==> src/rtl/sppf_pool_sched_if.sv <==
// Handshake bundle between the SPPF pool sequencer, the layer controller
// and the shared 5x5 max-pool engine with its buffer muxes.
interface sppf_pool_sched_if #(
   parameter int CH_W = 8
);
   // Layer controller side
   logic            start;
   logic [CH_W-1:0] cfg_ch;
   logic            abort;
   logic            busy;
   logic            done;
   logic            err;
   // Pool engine side
   logic            eng_start;
   logic            eng_done;
   logic [1:0]      eng_src_sel;
   logic [1:0]      eng_dst_sel;
   logic [CH_W-1:0] eng_ch;
   // Concat buffer side
   logic            cat_wr_en;
   logic [CH_W-1:0] cat_ch;

   // Requester / engine model: drives commands and completions
   modport master (
      output start, cfg_ch, abort, eng_done,
      input  busy, done, err, eng_start, eng_src_sel, eng_dst_sel, eng_ch,
             cat_wr_en, cat_ch
   );

   // Sequencer
   modport slave (
      input  start, cfg_ch, abort, eng_done,
      output busy, done, err, eng_start, eng_src_sel, eng_dst_sel, eng_ch,
             cat_wr_en, cat_ch
   );
endinterface

==> src/rtl/sppf_pool_sched.sv <==
// SPPF pool sequencer: per channel, runs the x->m5, m5->m9, m9->m13 pool
// cascade on the shared engine, then commits the (x, m5, m9, m13) concat.
module sppf_pool_sched #(
   parameter int CH_W   = 8,
   parameter int MAX_CH = 255
) (
   input  logic                 clk,
   input  logic                 reset,
   sppf_pool_sched_if.slave     bus
);

   typedef enum logic [2:0] {
      S_IDLE,
      S_ISSUE,
      S_WAIT,
      S_CAT,
      S_DONE
   } state_t;

   localparam logic [CH_W:0] MAX_WIDE = (CH_W+1)'(MAX_CH);

   state_t          state;
   logic [CH_W-1:0] cnt;
   logic [CH_W-1:0] ch;
   logic [1:0]      pass;

   logic [CH_W:0]   cfg_wide;
   logic [CH_W-1:0] cfg_clamped;

   // Clamp the requested channel count to the largest legal value.
   // NOTE: every variable written here gets a default first, so no latch is inferred.
   always_comb begin
      cfg_wide    = {1'b0, bus.cfg_ch};
      cfg_clamped = bus.cfg_ch;
      if (cfg_wide > MAX_WIDE) cfg_clamped = MAX_WIDE[CH_W-1:0];
   end

   // Sequencer FSM; every output is registered alongside the state.
   // NOTE: sequential state uses non-blocking assignments only, so all
   // registers update together from pre-edge values.
   always_ff @(posedge clk or negedge reset) begin
      // NOTE: only a handful of control registers, so all of them are reset.
      if (!reset) begin
         state           <= S_IDLE;
         cnt             <= '0;
         ch              <= '0;
         pass            <= '0;
         bus.busy        <= 1'b0;
         bus.done        <= 1'b0;
         bus.err         <= 1'b0;
         bus.eng_start   <= 1'b0;
         bus.eng_src_sel <= 2'd0;
         bus.eng_dst_sel <= 2'd0;
         bus.eng_ch      <= '0;
         bus.cat_wr_en   <= 1'b0;
         bus.cat_ch      <= '0;
      end else begin
         // Pulses last one cycle unless re-armed below
         bus.eng_start <= 1'b0;
         bus.cat_wr_en <= 1'b0;
         bus.done      <= 1'b0;

         if (bus.abort && (state != S_IDLE)) begin
            // Abort wins over eng_done and start; selects keep their last value
            state    <= S_IDLE;
            cnt      <= '0;
            ch       <= '0;
            pass     <= '0;
            bus.busy <= 1'b0;
         end else begin
            case (state)
               S_IDLE: begin
                  if (bus.start) begin
                     cnt      <= cfg_clamped;
                     ch       <= '0;
                     pass     <= '0;
                     bus.err  <= 1'b0;
                     bus.busy <= 1'b1;
                     if (cfg_clamped == '0) begin
                        state    <= S_DONE;
                        bus.done <= 1'b1;
                     end else begin
                        state           <= S_ISSUE;
                        bus.eng_start   <= 1'b1;
                        bus.eng_src_sel <= 2'd0;
                        bus.eng_dst_sel <= 2'd0;
                        bus.eng_ch      <= '0;
                     end
                  end
               end
               S_ISSUE: state <= S_WAIT;
               S_WAIT: begin
                  if (bus.eng_done) begin
                     if (pass != 2'd2) begin
                        pass            <= pass + 2'd1;
                        state           <= S_ISSUE;
                        bus.eng_start   <= 1'b1;
                        bus.eng_src_sel <= pass + 2'd1;
                        bus.eng_dst_sel <= pass + 2'd1;
                     end else begin
                        state         <= S_CAT;
                        bus.cat_wr_en <= 1'b1;
                        bus.cat_ch    <= ch;
                     end
                  end
               end
               S_CAT: begin
                  if (ch == cnt - CH_W'(1)) begin
                     state    <= S_DONE;
                     bus.done <= 1'b1;
                  end else begin
                     ch              <= ch + CH_W'(1);
                     pass            <= 2'd0;
                     state           <= S_ISSUE;
                     bus.eng_start   <= 1'b1;
                     bus.eng_src_sel <= 2'd0;
                     bus.eng_dst_sel <= 2'd0;
                     bus.eng_ch      <= ch + CH_W'(1);
                  end
               end
               S_DONE: begin
                  state    <= S_IDLE;
                  bus.busy <= 1'b0;
               end
               default: state <= S_IDLE;
            endcase
         end

         // A completion outside WAIT is a protocol error; it overrides a start clear
         if (bus.eng_done && (state != S_WAIT)) bus.err <= 1'b1;
      end
   end

endmodule

==> src/flat_wrapper.sv <==
// flat-port wrapper written by rule: the top's interface ports become plain ports
module sppf_pool_sched_flat 
#(
   parameter int CH_W   = 8,
   parameter int MAX_CH = 255
)
  (clk, reset, bus_start, bus_cfg_ch, bus_abort, bus_eng_done, bus_busy, bus_done, bus_err, bus_eng_start, bus_eng_src_sel, bus_eng_dst_sel, bus_eng_ch, bus_cat_wr_en, bus_cat_ch);
  sppf_pool_sched_if #(.CH_W(CH_W)) bus_i ();
  input  logic clk;
  input  logic reset;
  input wire logic [$bits(bus_i.start)-1:0] bus_start;
  input wire logic [$bits(bus_i.cfg_ch)-1:0] bus_cfg_ch;
  input wire logic [$bits(bus_i.abort)-1:0] bus_abort;
  input wire logic [$bits(bus_i.eng_done)-1:0] bus_eng_done;
  output wire logic [$bits(bus_i.busy)-1:0] bus_busy;
  output wire logic [$bits(bus_i.done)-1:0] bus_done;
  output wire logic [$bits(bus_i.err)-1:0] bus_err;
  output wire logic [$bits(bus_i.eng_start)-1:0] bus_eng_start;
  output wire logic [$bits(bus_i.eng_src_sel)-1:0] bus_eng_src_sel;
  output wire logic [$bits(bus_i.eng_dst_sel)-1:0] bus_eng_dst_sel;
  output wire logic [$bits(bus_i.eng_ch)-1:0] bus_eng_ch;
  output wire logic [$bits(bus_i.cat_wr_en)-1:0] bus_cat_wr_en;
  output wire logic [$bits(bus_i.cat_ch)-1:0] bus_cat_ch;
  assign bus_i.start = bus_start;
  assign bus_i.cfg_ch = bus_cfg_ch;
  assign bus_i.abort = bus_abort;
  assign bus_i.eng_done = bus_eng_done;
  assign bus_busy = bus_i.busy;
  assign bus_done = bus_i.done;
  assign bus_err = bus_i.err;
  assign bus_eng_start = bus_i.eng_start;
  assign bus_eng_src_sel = bus_i.eng_src_sel;
  assign bus_eng_dst_sel = bus_i.eng_dst_sel;
  assign bus_eng_ch = bus_i.eng_ch;
  assign bus_cat_wr_en = bus_i.cat_wr_en;
  assign bus_cat_ch = bus_i.cat_ch;
  sppf_pool_sched #(.CH_W(CH_W), .MAX_CH(MAX_CH)) u_core (.clk(clk), .reset(reset), .bus(bus_i));
endmodule
==> config.mk <==
export PLATFORM = sky130hd
export DESIGN_NAME = sppf_pool_sched_flat
export DESIGN_NICKNAME = d
export VERILOG_FILES = /design/src/rtl/sppf_pool_sched_if.sv /design/src/rtl/sppf_pool_sched.sv /design/src/flat_wrapper.sv
export SDC_FILE = /design/constraint.sdc
export NUM_CORES = 1
export LEC_CHECK = 0
export BUFFER_PORTS_ARGS = -buffer_cell sky130_fd_sc_hd__buf_2
export CAP_MARGIN = 20
export CORE_AREA = 4 4 70 72
export DETAILED_ROUTE_END_ITERATION = 10
export DIE_AREA = 0 0 74 76
export PLACE_DENSITY_LB_ADDON = 0.15
export SETUP_SLACK_MARGIN = 0.3
export SLEW_MARGIN = 10
export SYNTH_ARGS = -nofsm -noshare
export SYNTH_HDL_FRONTEND = slang
export SYNTH_SLANG_ARGS = --single-unit
==> constraint.sdc <==
create_clock -name clk -period 2.71 [get_ports clk]
set_input_delay 0.1355 -clock clk [delete_from_list [all_inputs] [get_ports clk]]
set_output_delay 0.1355 -clock clk [all_outputs]
set_load 0.02 [all_outputs]
Word level (Yosys, flattened, before mapping)
Index checks and enable logic that the tools add are counted.

storage, ports and cells
  flip-flop bits (word level) = 44
  latch bits = 0
  RAM bits = 0
  memory bits (read-only) = 0
  input port bits = 13
  output and inout port bits = 25
  memories = 0

cells by class
  add/sub/neg operators = 3
  multipliers = 0
  divide/modulo/power cells = 0
  $lt $le $gt $ge = 0
  equal/unequal tests = 17
  shift operators = 0
  muxes and demuxes = 49
  bitwise gates (word level) = 2
  reductions and logical operators = 23

operator list
  kind                                                  count
  two-way mux 8 bit                                     8
  one-hot mux 8 bit (2 select lines)                    2
  two-way mux 1 bit                                     20
  two-way mux 2 bit                                     8
  two-way mux 3 bit                                     5
  != test 2 bit (second input constant)                 6
  != test 3 x 2 -> 1 bit (second input constant)        4
  one-hot mux 2 bit (3 select lines)                    2
  one-hot mux 3 bit (4 select lines)                    1
  nonzero test 3 bit                                    4
  AND reduction 5 bit                                   2
  nonzero test 2 bit                                    5
  adder 8 x 1 -> 8 bit (second input constant)          1
  equality test 8 bit                                   1
  logical NOT 8 bit                                     1
  subtractor 8 x 1 -> 8 bit (second input constant)     1
  AND reduction 7 bit                                   1
  equality test 3 x 2 -> 1 bit (second input constant)  2
  AND reduction 2 bit                                   3
  AND reduction 3 bit                                   2
  one-hot mux 1 bit (2 select lines)                    2
  AND reduction 4 bit                                   1
  nonzero test 4 bit                                    1
  equality test 3 x 1 -> 1 bit (second input constant)  1
  8 further kinds                                       10

Longest topological paths before layout
  depth in word-level cells = 5
  depth in mapped cells = 8

Worst setup path before layout
No wires, ideal clock.

  kind = register to register
  start = register u_core.cnt[0]
  end = register u_core.bus.eng_ch[3]
  data arrival time = 2,164 ps
  slack = 418 ps
  cell stages (with the launch flop) = 9
  period minus slack after synthesis = 2,292 ps
  cells stage by stage = dfrtp_1 inv_1 ha_1 or3b_1 a211o_1 nor4_4 o211ai_4 nand2_4 mux2_1

between the ends
  cells in the longest elaborated chain, start to end = 4

ends and longest elaborated chain
  element                        RTL line                  source
  start: declaration             sppf_pool_sched.sv:23     logic [CH_W-1:0] cnt;
  start signal: assignment       sppf_pool_sched.sv:74     cnt <= cfg_clamped;
  subtractor 8 x 1 -> 8 bit      sppf_pool_sched.sv:108    if (ch == cnt - CH_W'(1)) begin
  equality test 8 bit            sppf_pool_sched.sv:108
  != test 2 bit (no line)        --
  AND reduction 5 bit (no line)  --
  end signal: assignment         sppf_pool_sched.sv:118    bus.eng_ch <= ch + CH_W'(1);
  end: declaration               sppf_pool_sched_if.sv:33  output busy, done, err, eng_start, eng_src_sel, eng_dst_sel, eng_ch,

Every way passes these cells.
A chain may end at the register's enable or synchronous reset.

Worst setup path after layout
  start = register u_core.cnt[1]
  end = register u_core.bus.eng_src_sel[0]

between the ends
  cells in the longest elaborated chain, start to end = 4

ends and longest elaborated chain
  element                        RTL line                  source
  subtractor 8 x 1 -> 8 bit      sppf_pool_sched.sv:108
  equality test 8 bit            sppf_pool_sched.sv:108
  != test 2 bit (no line)        --
  AND reduction 7 bit (no line)  --
  end signal: assignment         sppf_pool_sched.sv:98     bus.eng_src_sel <= pass + 2'd1;
  end: declaration               sppf_pool_sched_if.sv:33

Every way passes these cells.

==> results.py <==
metrics = {
    "synthesis": {
        "synth_area_um2": 2330,
        "ys_async_sr_fraction_pct": 100,
        "synth_compound_area_share_pct": 18.4,
        "synth_top_family_by_area": "simple AND/OR/NAND/NOR gates",
        "yosys-mux-area-fraction_pct": 6.61,
        "yosysWarnings": 0,
        "synth-xor-area-share_pct": 4.51,
        "ys_seq_area_share_pct": 47.3,
        "syn_nets": 231,
        "syn_avg_cell_area_um2": 10.8,
        "synth_edf_count": 0,
        "synth-seq-cells": 44,
        "synthFlopType": "dfrtp_1",
        "synth.distinct_cells": 57,
        "syn-instance-count": 215,
        "synthAdderAreaFrac_pct": 1.61,
        "synthSimpleGateAreaFrac_pct": 18.9,
    },
    "die": {
        "die_h_um": 76,
        "rows": 24,
        "ios": 38,
        "core_um2": 4290,
        "die_area_um2": 5620,
        "die_width_um": 74,
        "initial_utilization_pct": 54.3,
    },
    "layout": {
        "antenna_cells": 0,
        "fin_util_pct": 63.9,
        "final_layout_size_suffix_gt1_share_pct": 31.8,
        "final_nets": 276,
        "mostFrequentLayoutCell": "dfrtp_1",
        "area_growth_syn_to_layout_pct": 17.7,
        "final_cell_mix": "44 x dfrtp_1, 37 x buf_2, 18 x nand2_1",
        "instances_no_fill": 313,
    },
    "worst_setup_path": {
        "startpoint": "u_core.cnt[1]",
        "r2r_start": "u_core.cnt[1]",
        "critPathArrivalTime_ps": 2530,
        "worst-setup-path-type": "flop to flop",
        "r2r_cells": 8,
        "worstPathMaxFanout": 4,
        "crit_end": "u_core.bus.eng_src_sel[0]",
        "r2r_end": "u_core.bus.eng_src_sel[0]",
        "end_kind": "flop",
        "r2r_setup_slack_ps": 360,
        "critPathLaunchType": "flop",
        "required_ps": 2900,
    },
    "drt": {
        "wl_um": 4900,
        "wire_per_inst_um": 15.7,
        "drc": 0,
        "vias_per_cell": 5.73,
        "ant_nets": 0,
        "drt_iter0_drc": 124,
        "vias": 1795,
        "dr.pass1.iters": 4,
    },
    "grt": {
        "grt_overflow": 0,
        "antenna_found_initial": 0,
        "grt_use_total_pct": 19.2,
        "grt_pass1_vias": 1780,
        "grt_pass1_wl_um": 8560,
        "grt_max_degree": 45,
    },
    "place": {
        "place.gp.congestion": 0.838,
        "io_buffers": 37,
        "placed_cells": 300,
        "hpwl_um": 3560,
    },
    "power_and_ir_drop": {
        "leakage_nw": 1.33,
        "pwr_density_cell_nw_per_um2": 880,
        "ir_worst_vdd_uv": 340,
        "total_power_mw": 2.41,
    },
    "clocking": {
        "ctsHoldBuffers": 0,
        "h-tree-depth": 2,
        "clockBufferDepth": 2,
        "root_buffer": "clkbuf_8",
        "tritoncts": "done",
        "cts_num_sinks": 44,
        "path_clk_slew_ps": 80,
        "cts_buffers": 5,
        "clock_latency_ps": 300,
    },
    "status": {
        "violations": "negative hold slack",
        "outcome": "complete, but fails checks",
    },
    "sta": {
        "tightest_slew_ps": 969,
        "fin_tns_setup_ps": 0,
        "hold_viol": 29,
        "clock_skew_ps": 5.66,
        "min_period_ps": 2350,
        "rsz0062_at_grt": "true",
        "relSlewSlack_pct": 35.4,
        "fmax_ghz": 0.426,
        "setup_viol": 0,
        "post-route-period-util_pct": 86.7,
        "slew_viol_final": 0,
        "whs_ps": -10.4,
    },
    "flow_run": {
        "max_cap_viol_count": 0,
    },
    "worst_hold_path": {
        "worstHoldPathType": "input port to asynchronous set/reset pin",
    },
}
-- layer usage --
layer | share of wire [%] | vias to the layer above | wire [µm] | global-route usage (%)
met5 | 0 | - | 0 | 0
met4 | 1.8 | 0 | 86 | 5.98
met3 | 4.6 | 12 | 224 | 3.43
met2 | 45 | 46 | 2230 | 28.9
met1 | 48 | 865 | 2360 | 27.9
li1 | - | 872 | - | -
-- kinds of logic (layout without fill, tap and decap cells) --
family	Yosys count	in the layout
mux	13	13
compound gates	52	52
fa+ha+maj	3	3
simple gates	77	77
flops	44	44
xor+xnor	12	12
buf+inv	14	60
-- cell type report --
type / count / area, µm²
repair buffers: 46 / 256
clock inverters: 2 / 38.8
multi-input cells: 157 / 1180
flip-flops and latches: 44 / 1100
inverters: 6 / 22.5
clock buffers: 6 / 82.6
fillers: 347 / 1550
well taps: 52 / 65.1
-- where the power goes --
part	internal [mW]	switching (mW)
combinational	0.434	0.554
sequential	0.763	0.137
clock	0.301	0.224
-- worst min-delay path by stage --
| stage | cells past startpoint | from | to | slack (ps) |
|---|---|---|---|---|
| after global routing | 1 | reset | u_core.bus.busy | 60 |
| after floorplan | 0 | reset | u_core.bus.busy | -160 |
| after detailed placement | 1 | reset | u_core.cnt[3] | 340 |
| after global placement | 1 | reset | u_core.cnt[2] | 340 |
| after CTS | 1 | reset | u_core.cnt[1] | 20 |
| final | 1 | reset | u_core.cnt[1] | -10 |
-- through the flow --
stage | setup slack [ps] | hold slack [ps] | instance area, µm²
floorplan | 418 | -160 | 2330
global placement | 311 | 344 | 2570
detailed placement | 252 | 339 | 2570
CTS | 316 | 17.9 | 2710
global route | 272 | 64.3 | 2740
finish | 361 | -10.4 | 2740
-- critical path: stages (launching register included) --
cell and delay (ps):
dfrtp_1 420, inv_2 80, ha_4 130, or3b_1 340
a211o_1 330, nor4_4 260, nand3_1 140, o21a_4 240
mux2_4 300
-- cell usage after synthesis, types with 2 or more instances --
library cell	n	area share (%)
or2_2	2	0.54
a22o_1	10	3.8
o2bb2ai_1	7	2.6
xor2_1	5	1.9
nor2_1	17	2.7
buf_2	3	0.64
clkbuf_1	2	0.32
mux2_1	2	0.97
nand3_1	6	1.3
inv_1	6	0.97
nand2_1	18	2.9
and2_1	2	0.54
nor4_1	4	1.1
or3b_1	2	0.75
dfrtp_1	44	47
nor2b_1	6	1.6
o21ai_0	3	0.64
buf_4	2	0.64
ha_1	3	1.6
a21oi_1	10	2.1
mux2_2	9	4.4
xnor2_1	7	2.6
o211ai_1	2	0.64
nor3_1	5	1.1
or3_1	2	0.54
a21bo_1	4	1.7
mux2_4	2	1.3
-- state kept, by name, indices dropped and copies added, names as in the netlist --
signal                  cells
u_core.bus.cat_ch           8
u_core.bus.eng_ch           8
u_core.ch                   8
u_core.cnt                  8
u_core.state                3
u_core.bus.eng_src_sel      2
u_core.pass                 2
u_core.bus.busy             1
u_core.bus.cat_wr_en        1
u_core.bus.done             1
u_core.bus.eng_start        1
u_core.bus.err              1
-- what timing repair did --
item                                    4_1_cts  5_1_grt
setup buffers                                 3        2
gates cloned                                  0        0
gates resized for setup                       0        4
pin swaps                                     0        0
hold endpoints to repair                      0        0
endpoints found under the setup margin        3       16
(Power assumes the default switching activity.)
